**src/rtl/mem_stage_pkg.sv**
```systemverilog
// Shared widths, RV64 load/store funct3 codes, FSM encoding and the completion record for mem_stage.
package mem_stage_pkg;
  localparam int BUS_64   = 64;
  localparam int BUS_RIDX = 5;

  localparam logic [2:0] F3_B  = 3'b000;
  localparam logic [2:0] F3_H  = 3'b001;
  localparam logic [2:0] F3_W  = 3'b010;
  localparam logic [2:0] F3_D  = 3'b011;
  localparam logic [2:0] F3_BU = 3'b100;
  localparam logic [2:0] F3_HU = 3'b101;
  localparam logic [2:0] F3_WU = 3'b110;

  localparam logic [1:0] ST_IDLE = 2'd0;
  localparam logic [1:0] ST_REQ  = 2'd1;
  localparam logic [1:0] ST_WAIT = 2'd2;
  localparam logic [1:0] ST_DONE = 2'd3;

  typedef struct packed {
    logic [BUS_RIDX-1:0] rd;
    logic                rd_wen;
    logic [BUS_64-1:0]   wdata;
    logic                misalign;
    logic                timeout;
  } wb_t;

  // Access size comes from funct3[1:0]; the offset must be a multiple of it.
  function automatic logic is_misaligned(input logic [2:0] funct3, input logic [2:0] offset);
    case (funct3[1:0])
      2'b00:   is_misaligned = 1'b0;
      2'b01:   is_misaligned = offset[0];
      2'b10:   is_misaligned = |offset[1:0];
      default: is_misaligned = |offset;
    endcase
  endfunction
endpackage

```
**src/rtl/mem_stage_align.sv**
```systemverilog
// Combinational lane logic: store strobe/data shift and load extract with sign/zero extension.
module mem_stage_align
  import mem_stage_pkg::*;
(
  input  logic [2:0]        i_funct3,
  input  logic [2:0]        i_offset,
  input  logic [BUS_64-1:0] i_store_data,
  input  logic [BUS_64-1:0] i_rdata,
  output logic [7:0]        o_wstrb,
  output logic [BUS_64-1:0] o_wdata,
  output logic [BUS_64-1:0] o_load_data
);
  logic [5:0]        w_shamt;
  logic [7:0]        w_strb_base;
  logic [BUS_64-1:0] w_shifted;

  assign w_shamt   = {i_offset, 3'b000};
  assign w_shifted = i_rdata >> w_shamt;
  assign o_wdata   = i_store_data << w_shamt;
  assign o_wstrb   = w_strb_base << i_offset;

  always_comb begin
    case (i_funct3[1:0])
      2'b00:   w_strb_base = 8'h01;
      2'b01:   w_strb_base = 8'h03;
      2'b10:   w_strb_base = 8'h0F;
      default: w_strb_base = 8'hFF;
    endcase
  end

  // LD and the unused 3'b111 code both take the full word.
  always_comb begin
    case (i_funct3)
      F3_B:    o_load_data = {{56{w_shifted[7]}},  w_shifted[7:0]};
      F3_H:    o_load_data = {{48{w_shifted[15]}}, w_shifted[15:0]};
      F3_W:    o_load_data = {{32{w_shifted[31]}}, w_shifted[31:0]};
      F3_BU:   o_load_data = {56'd0, w_shifted[7:0]};
      F3_HU:   o_load_data = {48'd0, w_shifted[15:0]};
      F3_WU:   o_load_data = {32'd0, w_shifted[31:0]};
      default: o_load_data = w_shifted;
    endcase
  end
endmodule

```
**src/rtl/mem_stage.sv**
```systemverilog
// Memory-access stage between EX and WB: one load/store beat per instruction, ALU ops pass through.
// Optional MEM_STAGE_DIFFTEST_SKIP_EN adds o_skip, flagging memory ops outside [RAM_BASE, RAM_BASE+RAM_SIZE).
module mem_stage
  import mem_stage_pkg::*;
#(
  parameter int                TIMEOUT_CYCLES = 255,
  parameter logic [BUS_64-1:0] RAM_BASE       = 64'h8000_0000,
  parameter logic [BUS_64-1:0] RAM_SIZE       = 64'h0800_0000
) (
  input  logic                clk,
  input  logic                rst,
  input  logic                i_ena,
  output logic                o_ready,
  input  logic [BUS_RIDX-1:0] i_rd,
  input  logic                i_rd_wen,
  input  logic [BUS_64-1:0]   i_alu_result,
  input  logic                i_mem_ren,
  input  logic                i_mem_wen,
  input  logic [2:0]          i_funct3,
  input  logic [BUS_64-1:0]   i_store_data,
  output logic                mem_req_valid,
  input  logic                mem_req_ready,
  output logic [BUS_64-1:0]   mem_req_addr,
  output logic                mem_req_wen,
  output logic [BUS_64-1:0]   mem_req_wdata,
  output logic [7:0]          mem_req_wstrb,
  input  logic                mem_resp_valid,
  input  logic [BUS_64-1:0]   mem_resp_rdata,
  output logic                o_ena,
  output logic [BUS_RIDX-1:0] o_rd,
  output logic                o_rd_wen,
  output logic [BUS_64-1:0]   o_rd_wdata,
  output logic                o_exc_misalign,
`ifdef MEM_STAGE_DIFFTEST_SKIP_EN
  output logic                o_skip,
`endif
  output logic                o_exc_timeout
);
  logic [1:0]          r_state, w_state_n;
  logic [15:0]         r_cnt;
  logic                r_ena;
  wb_t                 r_wb, w_wb_n;
  logic [BUS_RIDX-1:0] r_rd;
  logic                r_rd_wen, r_load, r_req_wen;
  logic [2:0]          r_funct3, r_offset;
  logic [BUS_64-1:0]   r_addr, r_wdata;
  logic [7:0]          r_wstrb;

  logic                w_accept, w_is_mem, w_is_store, w_misalign, w_expire, w_in_wait;
  logic                w_done, w_start;
  logic [2:0]          w_funct3, w_offset;
  logic [7:0]          w_wstrb;
  logic [BUS_64-1:0]   w_wdata, w_load_data;

  assign o_ready    = (r_state == ST_IDLE) | (r_state == ST_DONE);
  assign w_accept   = i_ena & o_ready;
  assign w_is_mem   = i_mem_ren | i_mem_wen;
  assign w_is_store = i_mem_wen & ~i_mem_ren;
  assign w_misalign = is_misaligned(i_funct3, i_alu_result[2:0]);
  assign w_expire   = (r_cnt == 16'(TIMEOUT_CYCLES - 1));
  assign w_in_wait  = (r_state == ST_WAIT);

  // The aligner serves the store path at accept time and the load path in WAIT.
  assign w_funct3 = w_in_wait ? r_funct3 : i_funct3;
  assign w_offset = w_in_wait ? r_offset : i_alu_result[2:0];

  mem_stage_align u_align (
    .i_funct3     (w_funct3),
    .i_offset     (w_offset),
    .i_store_data (i_store_data),
    .i_rdata      (mem_resp_rdata),
    .o_wstrb      (w_wstrb),
    .o_wdata      (w_wdata),
    .o_load_data  (w_load_data)
  );

  always_comb begin
    w_state_n = r_state;
    w_done    = 1'b0;
    w_start   = 1'b0;
    w_wb_n    = '{rd: r_rd, rd_wen: 1'b0, wdata: '0, misalign: 1'b0, timeout: 1'b0};
    case (r_state)
      ST_REQ: begin
        if (w_expire) begin
          w_done         = 1'b1;
          w_wb_n.timeout = 1'b1;
        end else if (mem_req_ready) begin
          w_state_n = ST_WAIT;
        end
      end
      ST_WAIT: begin
        // A response in the expiry cycle still completes the access.
        if (mem_resp_valid) begin
          w_done        = 1'b1;
          w_wb_n.rd_wen = r_rd_wen;
          w_wb_n.wdata  = r_load ? w_load_data : '0;
        end else if (w_expire) begin
          w_done         = 1'b1;
          w_wb_n.timeout = 1'b1;
        end
      end
      default: begin
        w_state_n = ST_IDLE;
        if (w_accept) begin
          if (!w_is_mem) begin
            w_done = 1'b1;
            w_wb_n = '{rd: i_rd, rd_wen: i_rd_wen & (|i_rd), wdata: i_alu_result,
                       misalign: 1'b0, timeout: 1'b0};
          end else if (w_misalign) begin
            w_done          = 1'b1;
            w_wb_n.rd       = i_rd;
            w_wb_n.misalign = 1'b1;
          end else begin
            w_start   = 1'b1;
            w_state_n = ST_REQ;
          end
        end
      end
    endcase
    if (w_done) w_state_n = ST_DONE;
  end

  always_ff @(posedge clk or negedge rst) begin
    if (!rst) begin
      r_state   <= ST_IDLE;
      r_cnt     <= '0;
      r_ena     <= 1'b0;
      r_wb      <= '0;
      r_rd      <= '0;
      r_rd_wen  <= 1'b0;
      r_load    <= 1'b0;
      r_funct3  <= '0;
      r_offset  <= '0;
      r_addr    <= '0;
      r_req_wen <= 1'b0;
      r_wdata   <= '0;
      r_wstrb   <= '0;
    end else begin
      r_state <= w_state_n;
      r_ena   <= w_done;
      if (w_done) r_wb <= w_wb_n;
      if (w_start) begin
        r_cnt     <= '0;
        r_rd      <= i_rd;
        r_rd_wen  <= i_rd_wen & (|i_rd) & ~w_is_store;
        r_load    <= i_mem_ren;
        r_funct3  <= i_funct3;
        r_offset  <= i_alu_result[2:0];
        r_addr    <= {i_alu_result[BUS_64-1:3], 3'b000};
        r_req_wen <= w_is_store;
        r_wdata   <= w_is_store ? w_wdata : '0;
        r_wstrb   <= w_is_store ? w_wstrb : '0;
      end else if ((r_state == ST_REQ) || w_in_wait) begin
        r_cnt <= r_cnt + 16'd1;
      end
    end
  end

`ifdef MEM_STAGE_DIFFTEST_SKIP_EN
  logic w_mmio, r_skip_pend;
  assign w_mmio = (i_alu_result < RAM_BASE) | (i_alu_result >= RAM_BASE + RAM_SIZE);

  // Completions straight from accept are ALU ops (never skipped) or misaligned memory ops.
  always_ff @(posedge clk or negedge rst) begin
    if (!rst) begin
      r_skip_pend <= 1'b0;
      o_skip      <= 1'b0;
    end else begin
      if (w_start) r_skip_pend <= w_mmio;
      if (w_done)  o_skip <= o_ready ? (w_is_mem & w_mmio) : r_skip_pend;
    end
  end
`else
  logic w_unused_cfg;
  assign w_unused_cfg = ^{RAM_BASE, RAM_SIZE};
`endif

  assign mem_req_valid  = (r_state == ST_REQ);
  assign mem_req_addr   = r_addr;
  assign mem_req_wen    = r_req_wen;
  assign mem_req_wdata  = r_wdata;
  assign mem_req_wstrb  = r_wstrb;
  assign o_ena          = r_ena;
  assign o_rd           = r_wb.rd;
  assign o_rd_wen       = r_wb.rd_wen;
  assign o_rd_wdata     = r_wb.wdata;
  assign o_exc_misalign = r_wb.misalign;
  assign o_exc_timeout  = r_wb.timeout;
endmodule

```
**config.mk**
```make
export PLATFORM = sky130hd
export DESIGN_NAME = mem_stage
export DESIGN_NICKNAME = d
export VERILOG_FILES = /design/src/rtl/mem_stage_pkg.sv /design/src/rtl/mem_stage_align.sv /design/src/rtl/mem_stage.sv
export SDC_FILE = /design/constraint.sdc
export NUM_CORES = 1
export LEC_CHECK = 0
export BUFFER_PORTS_ARGS = -buffer_cell sky130_fd_sc_hd__buf_2
export CORE_MARGIN = 2
export CORE_UTILIZATION = 47
export DETAILED_ROUTE_END_ITERATION = 8
export MAX_ROUTING_LAYER = met4
export PLACE_DENSITY = 0.88
export SKIP_LAST_GASP = 1
export SLEW_MARGIN = 20
export SYNTH_ARGS = -nofsm -noshare
export SYNTH_HDL_FRONTEND = slang
export SYNTH_SLANG_ARGS = --single-unit
```
**constraint.sdc**
```tcl
create_clock -name clk -period 2.41 [get_ports clk]
set_input_delay 0.3615 -clock clk [delete_from_list [all_inputs] [get_ports clk]]
set_output_delay 0.3615 -clock clk [all_outputs]
set_load 0.03 [all_outputs]
```
== Word-level counts from Yosys, hierarchy flattened ==
Index checks and enable logic that the tools add are counted.

* $add $sub $neg: 1
* Equality and inequality tests: 16
* Shifts and indexed selects: 3
* Muxes and demuxes: 38
* Bitwise operators: 8
* Reduce and logical (&&, ||, !) cells: 11

{| class="wikitable"
|+ Operators by type and width
! cell !! count
|-
| 64-bit case mux with 6 select lines || 1
|-
| 65-bit two-way mux || 2
|-
| 65-bit case mux with 2 select lines || 1
|-
| 64-bit two-way mux || 2
|-
| 72-bit two-way mux || 1
|-
| 64-bit by 6-bit << shifter with 64-bit output || 1
|-
| 64-bit by 6-bit right shift with 64-bit output || 1
|-
| 16-bit two-way mux || 2
|-
| 8-bit case mux with 3 select lines || 1
|-
| 16-bit by 1-bit adder with 16-bit output, second input constant || 1
|-
| 16-bit by 8-bit == test with 1-bit output, second input constant || 1
|-
| 1-bit two-way mux || 15
|-
| 5-bit two-way mux || 3
|-
| 3-bit == test, second input constant || 3
|-
| 2-bit == test, second input constant || 4
|-
| 8-bit two-way mux || 1
|-
| 8-bit by 3-bit << shifter with 8-bit output || 1
|-
| 2-bit by 1-bit == test with 1-bit output, second input constant || 3
|-
| 2-bit zero test || 3
|-
| 2-bit two-way mux || 3
|-
| 3-bit two-way mux || 2
|-
| 5-bit OR reduction || 1
|-
| 1-bit AND || 4
|-
| 1-bit case mux with 2 select lines || 2
|-
| other kinds (15) || 18
|}

* Register bits after elaboration: 238
* Output and inout bits: 212

== Longest topological paths before layout ==
* Word-level depth: 8
* Gate-level depth with buffers: 12

== Modules after synthesis ==
A second synthesis with hierarchy kept.

* Cell total of the unflattened synthesis: 1649
* Area total of the unflattened synthesis: 14513.9 um^2

{| class="wikitable"
|+ Modules (own cells, without submodules)
! module !! times used !! cells an instance !! area each (um^2)
|-
| mem_stage || 1 || 1066 || 10105.9
|-
| mem_stage_align || 1 || 583 || 4408.0
|}

== Least setup slack after synthesis ==
Ideal clock, no wire load.

* Path type: register to register
* Start: register r_state[0]
* End: register r_wb (netlist bit o_rd_wdata[35])
* Library setup time: 125 ps
* Data arrival time: 2478 ps
* Slack: -193 ps
* Cell stages (with the launch flop): 11
* Period minus slack after synthesis: 2603 ps
* Path through: dfrtp_1 inv_1 ha_1 buf_6 mux2i_4 mux4_2 mux2i_4 nor3b_2 o31ai_4 buf_6 o21ai_2

* Word-level cells in the longest chain between the ends: 7
* Elaborated cells on any way between the ends: 22
* Classes of those cells: eq/ne: 8; shift: 1; mux: 9; bitwise: 2; reduce/logical: 2

{| class="wikitable"
|+ Ends and longest elaborated chain
! element !! line !! RTL
|-
| start: declaration || mem_stage.sv:39 || <nowiki>logic [1:0] r_state, w_state_n;</nowiki>
|-
| start signal: assignment || mem_stage.sv:139 || <nowiki>r_state <= w_state_n;</nowiki>
|-
| 2-bit == test || mem_stage.sv:61, mem_stage.sv:82 ||
|-
| 3-bit two-way mux (on tied branches) || mem_stage.sv:65, mem_stage.sv:64 ||
|-
| 64-bit by 6-bit right shift with 64-bit output (tied with other cells) || mem_stage_align.sv:18 || <nowiki>assign w_shifted = i_rdata >> w_shamt;</nowiki>
|-
| 64-bit case mux with 6 select lines || mem_stage_align.sv:33 || <nowiki>case (i_funct3)</nowiki>
|-
| 64-bit two-way mux || mem_stage.sv:96 || <nowiki>w_wb_n.wdata = r_load ? w_load_data : '0;</nowiki>
|-
| 65-bit two-way mux || mem_stage.sv:93 || <nowiki>if (mem_resp_valid) begin</nowiki>
|-
| 65-bit case mux with 2 select lines || mem_stage.sv:82 || <nowiki>case (r_state)</nowiki>
|-
| end signal: assignment || mem_stage.sv:141 || <nowiki>if (w_done) r_wb <= w_wb_n;</nowiki>
|-
| end: declaration || mem_stage.sv:42 || <nowiki>wb_t r_wb, w_wb_n;</nowiki>
|}

Parallel ways exist; a longest one is shown, timed or not.
A chain may end at the register's enable or synchronous reset.

== Final worst setup path ==
* Start: register r_state[0]
* End: register r_wb (netlist bit o_rd_wdata[56])

Same word-level chain as after synthesis.

==> summary.md <==
| Metric | Value |
|---|---|
| CP arrival | `3030 ps` |
| Final cycle utilization of the critical path | `109%` |
| PwrDens | `1420 mW/mm^2` |
| Drt pass-1 iters | `8` |
| Violated checks | `negative setup slack` |
| Top FF cell, synth | `dfrtp_1` |
| Core Util, Final | `67.3%` |
| Asr flop ratio synth | `100%` |
| DR vias | `15447` |
| H-tree levels | `1` |
| Die Y-Extent | `173 um` |
| Worst Setup End Kind | `register` |
| Nets | `around 2300` |
| DR WL/cell | `23.1 um` |
| Most frequent cells in the layout | `nand2_1 (518), buf_2 (415), dfrtp_1 (238)` |
| Pin count of the biggest net entering global routing | `86` |
| Clock root cell | `clkbuf_16` |
| Worst-Skew Late Latency | `between 500 and 600 ps` |
| Area Overhead vs Synth | `40.7%` |
| Cells after Synth | `1583` |
| Crit start category | `register` |
| EDFF count, synth | `0` |
| Final number of hold-violating endpoints | `0` |
| Max FO, Critical Path | `14` |
| Bufs on Longest Clock Path | `3` |
| Leakage | `slightly below 10 nW` |
| RD Place Congestion | `1.02` |
| Hpwl dp | `40800 um` |
| Post-DRT Antenna Nets | `0` |
| Post-route cell area | `around 0.019 sq mm` |
| Setup TNS | `-8790 ps` |
| Slew @ Worst Pin | `831 ps` |
| Layout cells sized above 1 | `~36%` |
| Maximum vdd ir drop | `0.000938 V` |
| Worst rel slew slack | `between 40% and 50%` |
| Worst setup path class | `register to register` |
| Placed insts | `2375` |
| Register area share after synthesis | `around 45%` |
| Final Worst Setup Slack | `-216 ps` |
| Initial antenna violation count | `10` |
| Slew Limit Fails | `0` |
| Final min period | `2630 ps` |
| Die Wd | `173 um` |
| Starting density of the core | `approximately 48%` |
| # DRC | `0` |
| Overflow after GRT | `0` |
| Outcome | `finished with violations` |
| Routed WL | `57500 um` |
| Mean area per synthesized cell | `8.45 sq um` |
| Port buffer count | `approximately 420` |
| Hold WS | `27.3 ps` |
| WP data required | `2820 ps` |
| Maximum clock frequency | `between 300 and 400 MHz` |
| Row cnt | `61` |
| Post-DP Area | `0.0167 sq mm` |
| Synth Register Bits | `238` |
| Design Power | `26.8 mW` |
| CTS Sinks | `238` |
| RSZ-0062 raised after global routing | `true` |
| Pre-CTS setup slack | `-201 ps` |
| CTS tree | `yes` |
| # setup viols final | `74` |
| Most common cell after layout, fill and taps aside | `nand2_1` |
| IO Pins | `420` |
| Worst-path clk slew | `60 ps` |
| CTS Buf Count | `27` |
| Die ar. | `0.0298 sq mm` |
| Worst hold path type | `input port to register` |
| Clock skew | `21.3 ps` |
| Via density | `6.22` |
| Total GRT Usage | `35.8%` |
| Post-synthesis cell type count | `66` |
| First DRT Iteration DRCs | `2341` |
| Vias in the first global route | `14352` |
| Mapped cell area | `0.0134 sq mm` |
| Finished Layout Cells | `~2500` |
| First-pass GRT wire length | `82200 um` |
| CORE AREA | `0.0279 sq mm` |
| Synth Warn # | `0` |
| Max cap viols | `0` |
==> synthesized netlist by cell type, drive strengths merged, types with 4 or more instances <==
master / number / area [sq um]
o311ai: 7 / 61.3
or3: 5 / 31.3
o22ai: 8 / 50.1
nand3: 30 / 150
buf: 50 / 277
a31oi: 24 / 150
clkbuf: 75 / 282
a21oi: 86 / 430
mux2: 6 / 71.3
a311oi: 15 / 131
a222oi: 14 / 140
xor2: 8 / 70.1
inv: 13 / 48.8
mux2i: 85 / 888
nand2: 525 / 1970
and3: 19 / 119
a22o: 27 / 236
a22oi: 50 / 375
a2bb2oi: 7 / 61.3
and2: 9 / 56.3
nor3: 7 / 45.0
o21ai: 115 / 688
a211oi: 29 / 223
a21o: 10 / 75.1
dfrtp: 238 / 5960
ha: 4 / 50.1
nand4: 4 / 25.0
nor2: 59 / 229
a31o: 7 / 61.3
o211ai: 17 / 128
==> area by class of cell <==
type	count	area [sq um]
clock inverters	15	239
well taps	378	473
diodes	10	25.0
clock buffers	34	742
repair buffers	587	4140
inverters	13	48.8
multi-input cells	1209	7190
flip-flops and latches	238	5960
fillers	2160	9120
==> path summary, 6_finish.rpt <==
kind | startpoint | slack, ps | end | depth (start not counted)
max in group asynchronous | rst | 1230 | mem_req_wdata[30] | 3
worst max-delay path | r_state[0] | -220 | o_rd_wdata[56] | 10
worst max register to register | r_state[0] | -220 | o_rd_wdata[56] | 10
worst min register to register | mem_req_addr[36] | 470 | mem_req_addr[36] | 2
min in group asynchronous | rst | 430 | r_cnt[0] | 2
worst min-delay path | mem_resp_valid | 30 | o_exc_timeout | 2
==> logic make-up after synthesis <==
| kind of cell | count (synthesis) | synth area share [%] |
|---|---|---|
| simple gates | 671 | 20.4 |
| compound gates | 428 | 21.9 |
| flops | 238 | 44.5 |
| buf+inv | 138 | 4.54 |
| mux | 93 | 7.51 |
| xor+xnor | 10 | 0.655 |
| fa+ha+maj | 4 | 0.374 |
| other cells | 1 | 0.0280 |
==> power breakdown <==
part	internal (mW)	total [mW]	switching [mW]	leakage, nW
sequential	5.46	6.40	0.939	3.12
combinational	5.97	15.8	9.82	6.10
clock	2.82	4.57	1.74	0.482
==> registers in the layout, indices dropped and copies added, names as in the netlist, 2 cells and up <==
signal         count
r_cnt             16
r_funct3           3
r_rd               5
r_state            2
o_rd_wdata        64
r_offset           3
mem_req_addr      61
mem_req_wstrb      8
mem_req_wdata     64
o_rd               5
==> critical path: stages, from the launching register on <==
cell     delay (ps)
dfrtp_1         400
inv_2            90
ha_4            200
mux2i_4         290
mux4_2          580
mux2i_4         180
nor3b_2          90
o31ai_4         250
buf_12          180
buf_12          150
o21ai_2          60
==> repair_timing <==
| item | 4_1_cts | 5_1_grt |
|---|---|---|
| endpoints found under the hold margin | 77 | 0 |
| hold buffers | 1 | 0 |
| endpoints found under the setup margin | 66 | 96 |
| gates cloned | 1 | 15 |
| setup buffers | 3 | 30 |
| gates resized for setup | 4 | 116 |
| pin swaps | 1 | 39 |
==> metal layers <==
| metal | share of wire (%) | global-route usage (%) | up-vias |
|---|---|---|---|
| met2 | 45 | 55.3 | 1296 |
| met4 | 6.6 | 16.7 | 0 |
| met5 | 0 | - | - |
| li1 | - | - | 6579 |
| met3 | 11 | 6.88 | 318 |
| met1 | 37 | 45.8 | 7254 |
Power figures use the tool's default switching activity.
